`src/rtl/cpu_pkg.sv`:
```
// Shared CPU definitions for the flag/branch path.
//   - Flag bit positions inside a status word {V,E,N,C,Z} (bit0 = Z).
//   - 4-bit branch condition codes.
//   - eval_cond(): pure branch resolution against a flag word.
package cpu_pkg;

  localparam int FLAG_W = 5;

  localparam int FLAG_Z = 0;
  localparam int FLAG_C = 1;  // borrow after SUB
  localparam int FLAG_N = 2;
  localparam int FLAG_E = 3;
  localparam int FLAG_V = 4;

  typedef enum logic [3:0] {
    COND_AL = 4'd0,
    COND_EQ = 4'd1,
    COND_NE = 4'd2,
    COND_CS = 4'd3,
    COND_CC = 4'd4,
    COND_MI = 4'd5,
    COND_PL = 4'd6,
    COND_VS = 4'd7,
    COND_VC = 4'd8,
    COND_EV = 4'd9,
    COND_OD = 4'd10,
    COND_HI = 4'd11,
    COND_LS = 4'd12,
    COND_GE = 4'd13,
    COND_LT = 4'd14,
    COND_GT = 4'd15
  } cond_e;

  function automatic logic eval_cond(input logic [3:0] cond,
                                     input logic [FLAG_W-1:0] f);
    logic z, c, n, e, v;
    logic res;
    z   = f[FLAG_Z];
    c   = f[FLAG_C];
    n   = f[FLAG_N];
    e   = f[FLAG_E];
    v   = f[FLAG_V];
    res = 1'b0;
    case (cond)
      COND_AL: res = 1'b1;
      COND_EQ: res = z;
      COND_NE: res = ~z;
      COND_CS: res = c;
      COND_CC: res = ~c;
      COND_MI: res = n;
      COND_PL: res = ~n;
      COND_VS: res = v;
      COND_VC: res = ~v;
      COND_EV: res = e;
      COND_OD: res = ~e;
      COND_HI: res = ~c & ~z;
      COND_LS: res = c | z;
      COND_GE: res = n ~^ v;
      COND_LT: res = n ^ v;
      COND_GT: res = ~z & (n ~^ v);
      default: res = 1'b0;
    endcase
    return res;
  endfunction

endpackage

```
`src/rtl/flag_unit_if.sv`:
```
// Bus between the CPU core (master) and flag_unit (slave).
//   master drives: alu_f* flags, flag_we, cond/cond_valid, push/pop
//   slave drives : flags, take/take_valid, stack_full/empty/err
interface flag_unit_if;
  import cpu_pkg::*;

  logic              alu_fz;
  logic              alu_fc;
  logic              alu_fn;
  logic              alu_fe;
  logic              alu_fv;
  logic              flag_we;
  logic [3:0]        cond;
  logic              cond_valid;
  logic              push;
  logic              pop;
  logic [FLAG_W-1:0] flags;
  logic              take;
  logic              take_valid;
  logic              stack_full;
  logic              stack_empty;
  logic              stack_err;

  modport master (
    output alu_fz, alu_fc, alu_fn, alu_fe, alu_fv, flag_we,
    output cond, cond_valid, push, pop,
    input  flags, take, take_valid, stack_full, stack_empty, stack_err
  );

  modport slave (
    input  alu_fz, alu_fc, alu_fn, alu_fe, alu_fv, flag_we,
    input  cond, cond_valid, push, pop,
    output flags, take, take_valid, stack_full, stack_empty, stack_err
  );

endinterface

```
`src/rtl/flag_stack.sv`:
```
// LIFO of saved flag words used on interrupt entry/exit.
//   i_push/i_pop : requested operations (both at once is illegal)
//   i_wdata      : word saved on a legal push
//   o_rdata      : top-of-stack word (valid when o_pop_ok)
//   o_pop_ok     : a legal pop happens this cycle (combinational)
//   o_full/o_empty : registered occupancy, derived from the pointer
//   o_err        : one-cycle pulse after an illegal op (push-full,
//                  pop-empty, push+pop); illegal ops change nothing
// STACK_DEPTH must be a power of two, >= 2.
module flag_stack
  import cpu_pkg::*;
#(
  parameter int STACK_DEPTH = 4
) (
  input  logic              clk,
  input  logic              rst_n,
  input  logic              i_push,
  input  logic              i_pop,
  input  logic [FLAG_W-1:0] i_wdata,
  output logic [FLAG_W-1:0] o_rdata,
  output logic              o_pop_ok,
  output logic              o_full,
  output logic              o_empty,
  output logic              o_err
);

  localparam int AW = $clog2(STACK_DEPTH);
  localparam int PW = AW + 1;  // one extra bit so "full" is representable
  localparam logic [PW-1:0] FULL_CNT = PW'(STACK_DEPTH);

  logic [FLAG_W-1:0] r_mem [STACK_DEPTH];
  logic [PW-1:0]     r_sp;
  logic              r_full;
  logic              r_empty;
  logic              r_err;

  logic [PW-1:0]     w_sp_next;
  logic [AW-1:0]     w_top_idx;
  logic              w_do_push;
  logic              w_do_pop;
  logic              w_err;

  // NOTE: every signal written here gets a default first, so no path
  // leaves it unassigned and no latch is inferred.
  always_comb begin
    w_do_push = 1'b0;
    w_do_pop  = 1'b0;
    w_err     = 1'b0;
    w_sp_next = r_sp;
    if (i_push && i_pop) begin
      w_err = 1'b1;
    end else if (i_push) begin
      if (r_full) w_err = 1'b1;
      else        w_do_push = 1'b1;
    end else if (i_pop) begin
      if (r_empty) w_err = 1'b1;
      else         w_do_pop = 1'b1;
    end
    if (w_do_push)     w_sp_next = r_sp + PW'(1);
    else if (w_do_pop) w_sp_next = r_sp - PW'(1);
  end

  assign w_top_idx = r_sp[AW-1:0] - AW'(1);
  assign o_rdata   = r_mem[w_top_idx];
  assign o_pop_ok  = w_do_pop;
  assign o_full    = r_full;
  assign o_empty   = r_empty;
  assign o_err     = r_err;

  always_ff @(posedge clk or negedge rst_n) begin
    if (!rst_n) begin
      r_sp    <= '0;
      r_full  <= 1'b0;
      r_empty <= 1'b1;
      r_err   <= 1'b0;
    end else begin
      r_sp    <= w_sp_next;
      r_full  <= (w_sp_next == FULL_CNT);
      r_empty <= (w_sp_next == '0);
      r_err   <= w_err;
    end
  end

  // NOTE: storage is deliberately not reset; the pointer alone defines
  // which words are meaningful, and an unreset array maps to plain RAM.
  always_ff @(posedge clk) begin
    if (w_do_push) r_mem[r_sp[AW-1:0]] <= i_wdata;
  end

endmodule

```
`src/rtl/flag_unit.sv`:
```
// Architectural status register and branch resolver.
//   clk, rst_n : clock (rising edge), async active-low reset
//   bus        : flag_unit_if.slave
//     alu_f*/flag_we  -> latch ALU flags into the status register
//     cond/cond_valid -> registered take/take_valid one cycle later
//     push/pop        -> save/restore flags via flag_stack
// The "effective" flags seen by conditions and pushes bypass a same-
// cycle flag_we; a legal pop wins over flag_we and becomes visible on
// the next cycle.
module flag_unit
  import cpu_pkg::*;
#(
  parameter int STACK_DEPTH = 4
) (
  input  logic      clk,
  input  logic      rst_n,
  flag_unit_if.slave bus
);

  logic [FLAG_W-1:0] r_flags;
  logic              r_take;
  logic              r_take_valid;

  logic [FLAG_W-1:0] w_alu_flags;
  logic [FLAG_W-1:0] w_eff;
  logic [FLAG_W-1:0] w_stack_rdata;
  logic              w_pop_ok;

  assign w_alu_flags = {bus.alu_fv, bus.alu_fe, bus.alu_fn, bus.alu_fc, bus.alu_fz};
  assign w_eff       = bus.flag_we ? w_alu_flags : r_flags;

  flag_stack #(
    .STACK_DEPTH(STACK_DEPTH)
  ) u_stack (
    .clk      (clk),
    .rst_n    (rst_n),
    .i_push   (bus.push),
    .i_pop    (bus.pop),
    .i_wdata  (w_eff),
    .o_rdata  (w_stack_rdata),
    .o_pop_ok (w_pop_ok),
    .o_full   (bus.stack_full),
    .o_empty  (bus.stack_empty),
    .o_err    (bus.stack_err)
  );

  // NOTE: non-blocking assignments so every register samples the
  // pre-edge values; the condition therefore sees the pre-pop flags.
  always_ff @(posedge clk or negedge rst_n) begin
    if (!rst_n) begin
      r_flags      <= '0;
      r_take       <= 1'b0;
      r_take_valid <= 1'b0;
    end else begin
      if (w_pop_ok)         r_flags <= w_stack_rdata;
      else if (bus.flag_we) r_flags <= w_alu_flags;
      r_take_valid <= bus.cond_valid;
      if (bus.cond_valid) r_take <= eval_cond(bus.cond, w_eff);
    end
  end

  assign bus.flags      = r_flags;
  assign bus.take       = r_take;
  assign bus.take_valid = r_take_valid;

endmodule
```
`src/flat_wrapper.sv`:
```
// flat-port wrapper written by rule: the top's interface ports become plain ports
module flag_unit_flat import cpu_pkg::*;
#(
  parameter int STACK_DEPTH = 4
)
  (clk, rst_n, bus_alu_fz, bus_alu_fc, bus_alu_fn, bus_alu_fe, bus_alu_fv, bus_flag_we, bus_cond, bus_cond_valid, bus_push, bus_pop, bus_flags, bus_take, bus_take_valid, bus_stack_full, bus_stack_empty, bus_stack_err);
  flag_unit_if bus_i ();
  input  logic clk;
  input  logic rst_n;
  input wire logic [$bits(bus_i.alu_fz)-1:0] bus_alu_fz;
  input wire logic [$bits(bus_i.alu_fc)-1:0] bus_alu_fc;
  input wire logic [$bits(bus_i.alu_fn)-1:0] bus_alu_fn;
  input wire logic [$bits(bus_i.alu_fe)-1:0] bus_alu_fe;
  input wire logic [$bits(bus_i.alu_fv)-1:0] bus_alu_fv;
  input wire logic [$bits(bus_i.flag_we)-1:0] bus_flag_we;
  input wire logic [$bits(bus_i.cond)-1:0] bus_cond;
  input wire logic [$bits(bus_i.cond_valid)-1:0] bus_cond_valid;
  input wire logic [$bits(bus_i.push)-1:0] bus_push;
  input wire logic [$bits(bus_i.pop)-1:0] bus_pop;
  output wire logic [$bits(bus_i.flags)-1:0] bus_flags;
  output wire logic [$bits(bus_i.take)-1:0] bus_take;
  output wire logic [$bits(bus_i.take_valid)-1:0] bus_take_valid;
  output wire logic [$bits(bus_i.stack_full)-1:0] bus_stack_full;
  output wire logic [$bits(bus_i.stack_empty)-1:0] bus_stack_empty;
  output wire logic [$bits(bus_i.stack_err)-1:0] bus_stack_err;
  assign bus_i.alu_fz = bus_alu_fz;
  assign bus_i.alu_fc = bus_alu_fc;
  assign bus_i.alu_fn = bus_alu_fn;
  assign bus_i.alu_fe = bus_alu_fe;
  assign bus_i.alu_fv = bus_alu_fv;
  assign bus_i.flag_we = bus_flag_we;
  assign bus_i.cond = bus_cond;
  assign bus_i.cond_valid = bus_cond_valid;
  assign bus_i.push = bus_push;
  assign bus_i.pop = bus_pop;
  assign bus_flags = bus_i.flags;
  assign bus_take = bus_i.take;
  assign bus_take_valid = bus_i.take_valid;
  assign bus_stack_full = bus_i.stack_full;
  assign bus_stack_empty = bus_i.stack_empty;
  assign bus_stack_err = bus_i.stack_err;
  flag_unit #(.STACK_DEPTH(STACK_DEPTH)) u_core (.clk(clk), .rst_n(rst_n), .bus(bus_i));
endmodule
```
`config.mk`:
```
export PLATFORM = sky130hd
export DESIGN_NAME = flag_unit_flat
export DESIGN_NICKNAME = d
export VERILOG_FILES = /design/src/rtl/cpu_pkg.sv /design/src/rtl/flag_unit_if.sv /design/src/rtl/flag_stack.sv /design/src/rtl/flag_unit.sv /design/src/flat_wrapper.sv
export SDC_FILE = /design/constraint.sdc
export NUM_CORES = 1
export LEC_CHECK = 0
export BUFFER_PORTS_ARGS = -buffer_cell sky130_fd_sc_hd__buf_4
export CELL_PAD_IN_SITES_DETAIL_PLACEMENT = 1
export CELL_PAD_IN_SITES_GLOBAL_PLACEMENT = 2
export CORE_MARGIN = 2
export CORE_UTILIZATION = 38
export DETAILED_ROUTE_END_ITERATION = 6
export PLACE_DENSITY_LB_ADDON = 0.1
export SLEW_MARGIN = 30
export SYNTH_ARGS = -nofsm -noshare
export SYNTH_HDL_FRONTEND = slang
export SYNTH_SLANG_ARGS = --single-unit
```
`constraint.sdc`:
```
create_clock -name clk -period 2.7 [get_ports clk]
set_input_delay 0 -clock clk [delete_from_list [all_inputs] [get_ports clk]]
set_output_delay 0 -clock clk [all_outputs]
set_load 0.03 [all_outputs]
```
==> impl_results.md, run 1 <==
* Status: finished, final reports clean
* Family with the most delay on the worst path: flip-flops
* Cell taking the most area after synthesis: edfxtp_1
* YS warnings at 0
* Final ANT Viol Nets at 0
* WS Path Type: reg -> reg
* Critical Path AT at 2.19 ns
* CTS Buffer Depth at 2
* CP endpoint kind: flop
* Ranking of synthesized cells by area: edfxtp_1 (38%), dfrtp_1 (19%), mux4_2 (8.5%), ha_1 (3.2%), mux2i_1 (3.2%)
* PwrDens at 1009 mW/mm2
* Vias in the first global route at 977
* CP endpoint: u_core.bus.flags[4]
* RSZ-0062 raised after global routing: false
* Max_cap viols at 0
* Share of cells above drive strength 1 at 30.14%
* Crit-path slowest cell: dfrtp_1
* Antenna violations before repair at 0
* Reg2Reg Capture Point: u_core.bus.flags[4]
* # fillers at 423
* Worst path max stage delay at 0.66 ns
* FF/Latch Area at 927.1 um2
* R2R Setup Slk at 0.68 ns
* Worst EP required at 2.87 ns
* # IOs at 25
* Synth Area per Inst at 13.53 um2
* # clock sinks at 33
* Count leader, synth: edfxtp_1
* Final Hold Vio Count at 0
* Row count at 23
* Final RePlAce weighted congestion at 0.7682
* Post-CTS Setup Inserts at 0
* Crit-path max FO at 11
* Die ar. at 0.004698 mm2
* Slew HR at 66.80%
* First-pass GRT wire length at 5099 um
* Final setup vio count at 0
* Via Count at 1025
* Setup_tns at 0 ns
* Port bufs at 24
* Max VDD drop at 0.4563 mV
* Worst hold slack at 0.01470 ns
* R2R Path Start: u_core.u_stack.r_sp[0]
* P&R area growth vs syn at 21.82%
* Most frequent cells after synthesis: edfxtp_1 (20), dfrtp_1 (12), nand2_1 (9), inv_1 (7), mux4_2 (6)
* H-Tree Depth at 2
* Clk root buf: clkbuf_8
* Vias/cell at 5.230
* Total CTS buffers at 5
* Hold Path Class: in -> reg
* Final #Nets at 164
* Final WL at 3310 um
* Post-synth top area share at 37.94%
* Max-slew violations at 0
* DRT Pass-1 Iters at 4
* Synthesized area at 0.001583 mm2
* Initial DRC Count at 30
* Primary FF master, synth: edfxtp_1
* Gr usage total at 16.13%
* Library cells used by synthesis at 37
* Worst Setup SP: u_core.u_stack.r_sp[0]
* Largest net degree at the start of global routing at 15
* GR Overflow Total at 0
* Clock skew at 0.006962 ns
* Worst Max-Slew Pin Slew at 0.4981 ns
* Worst-path cell chain: inv_1 > ha_1 > mux4_2 > mux2_2
* Skew-Pair Late Insertion Delay at 0.29 ns
* Number of buffers and inverters on the critical path at 1
* Avg WL per Cell at 16.89 um
* Initial core utilization at 39.57%
* Reg clk slew, reported paths at 0.07 ns
* DRC Markers at 0
* Chip width at 68.54 um
* CP Launch Type: flop
* Core area at 0.004000 mm2
* Synth Instances at 117
* Multi-input logic area at 588.1 um2
* Min Clock Period, post-route at 2.016 ns
* DP HPWL at 2451 um
* Post-Syn Nets at 136
* Final Cycle Share at 74.66%
* Stages on worst setup path at 4
* R2R cell count at 4
* Number of synthesized flops with an enable pin at 20
* Pleak at 0.7941 nW
* CTS tree: done
* Sequential area share after synthesis at 58.58%
* Asr flop ratio synth at 39.39%
* Max Freq at 496.1 MHz
* Die H at 68.54 um
* Diode count at 0
* Flops & latches, synth at 33
## metrics by stage
stage                     power [mW]  utilization [%]  std cells  setup slack [ns]  cell area (um2)
after global placement         1.495            44.79        185            0.6813             1792
after floorplan                1.283                -        117            0.7930             1583
after CTS                      1.975            48.20        196            0.6261             1928
after global routing           2.064            48.20        196            0.4842             1928
final                          1.946            48.20        196            0.6843             1928
after detailed placement       1.516            44.79        185            0.6511             1792
## worst register-to-register path, stage by stage (launching register included)
cell and delay (ns):
dfrtp_1 0.66, inv_1 0.13, ha_1 0.50, mux4_2 0.34
mux2_2 0.27
## final cells by class
| type | instances | area share, % |
|---|---|---|
| Multi-Input combinational cell | 70 | 30.50 |
| Clock buffer | 6 | 3.764 |
| Clock inverter | 2 | 1.752 |
| Timing Repair Buffer | 28 | 11.29 |
| Tap cell | 50 | 3.245 |
| Sequential cell | 33 | 48.09 |
| Inverter | 7 | 1.363 |
## kinds of logic after synthesis
group                      Yosys count  share of synthesized area (%)
xor gates and xnor gates             4                          2.214
AOI/OAI and AO/OA                   19                          7.827
and+or+nand+nor                     28                          9.090
muxes                               15                          14.86
DFF                                 33                          58.58
buffers and inverters               14                          4.269
adders and majority gates            4                          3.162
## report_power, final
part           leakage (nW)  switching, mW  internal, mW
registers             0.336         0.0997         0.680
clock network        0.0528          0.182         0.272
logic                 0.405          0.390         0.322
total                 0.794          0.672          1.27
## layer usage
| metal | global-route usage, % | wire (um) | vias up |
|---|---|---|---|
| met5 | 0 | 0 | - |
| met4 | 7.500 | 68 | 0 |
| met1 | 18.70 | 1436 | 515 |
| met2 | 27.28 | 1660 | 20 |
| li1 | - | - | 484 |
| met3 | 4.870 | 145 | 6 |
## timing repair
action,4_1_cts,5_1_grt
hold buffers,3,0
hold endpoints to repair,15,0
resized for setup,0,0
## registers in the layout, indices dropped and copies added (netlist names)
name	cells
u_core.bus.take_valid	1
u_core.u_stack.o_full	1
u_core.u_stack.r_mem	20
u_core.bus.flags	5
u_core.u_stack.r_sp	3
u_core.u_stack.o_err	1
u_core.u_stack.o_empty	1
u_core.bus.take	1
## worst min path at each step
stage / depth (start not counted) / endpoint / startpoint
2_1_floorplan: 0 / u_core.bus.flags[0] / rst_n
3_3_place_gp: 1 / u_core.u_stack.r_sp[2] / rst_n
3_5_place_dp: 1 / u_core.u_stack.r_sp[2] / rst_n
4_1_cts: 3 / u_core.u_stack.o_err / bus_push
5_1_grt: 3 / u_core.u_stack.o_err / bus_push
6_report: 3 / u_core.u_stack.o_err / bus_push
## placed cells by master, fill, tap and decap left out, types with 2 or more instances in the layout
cell type,instances
nor2_1,4
buf_4,25
ha_1,4
a21oi_1,4
mux2_2,2
a31oi_1,2
o21ai_0,5
mux2i_2,2
and3_1,4
clkbuf_8,5
nand2b_1,2
dfrtp_1,12
mux2i_1,5
and2_1,2
xor2_1,2
nand2_1,9
mux4_2,6
edfxtp_1,20
dlygate4sd3_1,3
xnor2_1,2
inv_1,7
nand3_1,3
(Power assumes the default switching activity.)
==> run 2: changes to the inputs <==
--- a/config.mk
+++ b/config.mk
@@ -9,7 +9,7 @@
 export CELL_PAD_IN_SITES_DETAIL_PLACEMENT = 1
 export CELL_PAD_IN_SITES_GLOBAL_PLACEMENT = 2
 export CORE_MARGIN = 2
-export CORE_UTILIZATION = 38
+export CORE_UTILIZATION = 34
 export DETAILED_ROUTE_END_ITERATION = 6
 export PLACE_DENSITY_LB_ADDON = 0.1
 export SLEW_MARGIN = 30
==> constraint.sdc (replaced) <==
create_clock -name clk -period 1.8 [get_ports clk]
set_input_delay 0 -clock clk [delete_from_list [all_inputs] [get_ports clk]]
set_output_delay 0 -clock clk [all_outputs]
set_load 0.03 [all_outputs]
==> impl_results.md, run 2 (synthesis gave the netlist of run 1 again) <==
* Family with the most delay on the worst path: multiplexers
* Worst hold slack at 0.01132 ns
* Die ar. at 0.005217 mm2
* Most frequent cells in the layout: buf_4 (29), edfxtp_1 (20), dfrtp_1 (12)
* Via Count at 1026
* Setup_tns at 0 ns
* # clock sinks at 33
* Clock power frac at 19.0%
* P&R area growth vs syn at 22.61%
* # fillers at 464
* DRT Pass-1 Iters at 4
* Vias/cell at 5.079
* Reg clk slew, reported paths at 0.07 ns
* R2R cell count at 4
* CTS tree: done
* Combinational share of power at 42.0%
* Max-slew violations at 0
* Final ANT Viol Nets at 0
* Clk root buf: clkbuf_8
* Total CTS buffers at 5
* Initial DRC Count at 18
* Multi-input logic area at 588.1 um2
* Power Total at 2.862 mW
* Hold worst-path end: u_core.u_stack.o_err
* Final WL at 3512 um
* DP HPWL at 2587 um
* Die H at 72.23 um
* Vias in the first global route at 1089
* Largest net degree at the start of global routing at 14
* Max reg flops at 20
* Initial core utilization at 35.86%
* Crit-path max FO at 9
* CP endpoint kind: flop
* Post-cts sizing count at 0
* Slew HR at 74.01%
* CTS Buffer Depth at 2
* Final #Nets at 168
* Avg WL per Cell at 17.39 um
* Pleak at 0.8048 nW
* R2R Path Start: u_core.u_stack.r_sp[0]
* CP Launch Type: flop
* Port bufs at 24
* Row count at 24
* Hold Path Class: in -> reg
* Skew-Pair Late Insertion Delay at 0.28 ns
* Flop pwr share at 38.9%
* Antenna violations before repair at 0
* Worst path max stage delay at 0.50 ns
* H-Tree Depth at 2
* Final RePlAce weighted congestion at 0.7828
* Hold Startpoint: bus_push
* Hold path depth at 3
* Status: finished, final reports clean
* RSZ-0062 raised after global routing: false
* GR Overflow Total at 0
* FF/Latch Area at 927.1 um2
* Diode count at 0
* Gr usage total at 14.73%
* Clock skew at 0.006181 ns
* Max_cap viols at 0
* Dpl cell area at 0.001824 mm2
* Finished Cell Area at 0.001941 mm2
* NetSw at 1.049 mW
* Final Util at 43.96%
* Critical Path AT at 1.81 ns
* First-pass GRT wire length at 5582 um
* Post-CTS Setup Inserts at 0
* Final Hold Vio Count at 0
* WS Path Type: reg -> reg
* PwrDens at 1475 mW/mm2
* Cts-stage hold buffer count at 3
* Switching Share at 36.64%
* Worst EP required at 1.97 ns
* Int Pwr at 1.813 mW
* Number of buffers and inverters on the critical path at 1
* Final setup vio count at 0
* Max Freq at 608.9 MHz
* DRC Markers at 0
* Max VDD drop at 0.8350 mV
* R2R Setup Slk at 0.16 ns
* Final Cycle Share at 91.23%
* Worst Max-Slew Pin Slew at 0.3790 ns
* Worst-path cell chain: inv_1 > ha_1 > mux4_2 > mux2_2
* Reg2Reg Capture Point: u_core.bus.flags[4]
* Chip width at 72.23 um
* Min Clock Period, post-route at 1.642 ns
* Crit-path slowest cell: ha_1
* Core area at 0.004414 mm2
* Commonest non-fill, non-tap cell in the layout: buf_4
* Share of cells above drive strength 1 at 33.33%
* # IOs at 25
==> run 2: cell type report <==
type	count	area share (%)
clock inverters	3	0.9026
inverters	7	1.354
flip-flops and latches	33	47.78
clock buffers	5	3.546
multi-input cells	70	30.30
repair buffers	32	12.77
well taps	52	3.353
==> run 2: layer usage <==
metal  up-vias  global-route usage, %  share of wire, %
li1        493                      -                 -
met1       506                  18.96                45
met2        22                  24.36                48
met3         5                  4.028               5.2
met4         0                  4.403               1.3
met5         -                      0                 0
==> run 2: power by group through the flow <==
stage                     Combinational [mW]  Clock (mW)  Sequential [mW]
after floorplan                        0.643           0             1.29
final                                   1.20       0.545             1.11
after CTS                               1.23       0.561             1.12
after global placement                  1.19           0             1.12
after global routing                    1.33       0.588             1.13
after detailed placement                1.21           0             1.13
==> run 2: worst reg2reg max path: cells and delay by family (launching register included) <==
family	cells	cell delay (ns)
buffers and inverters	1	0.07
adder cells (fa/ha/maj)	1	0.50
multiplexers	2	0.62
flip-flops	1	0.35
==> run 2: worst max path at each step <==
stage / start / to / slack [ns] / cells after the start
2_1_floorplan: u_core.u_stack.r_sp[0] / u_core.bus.flags[4] / 0.02 / 6
3_3_place_gp: u_core.u_stack.r_sp[0] / u_core.bus.flags[4] / 0.19 / 4
3_5_place_dp: u_core.u_stack.r_sp[0] / u_core.bus.flags[4] / 0.16 / 4
4_1_cts: u_core.u_stack.r_sp[0] / u_core.bus.flags[4] / 0.13 / 4
5_1_grt: u_core.u_stack.r_sp[0] / u_core.bus.flags[4] / 0.05 / 4
6_report: u_core.u_stack.r_sp[0] / u_core.bus.flags[4] / 0.16 / 4
==> run 2: metrics by stage <==
stage,setup WS (ns),cells
after floorplan,0.01681,117
after global placement,0.1944,191
after detailed placement,0.1563,191
after CTS,0.1339,202
after global routing,0.04792,202
final,0.1578,202
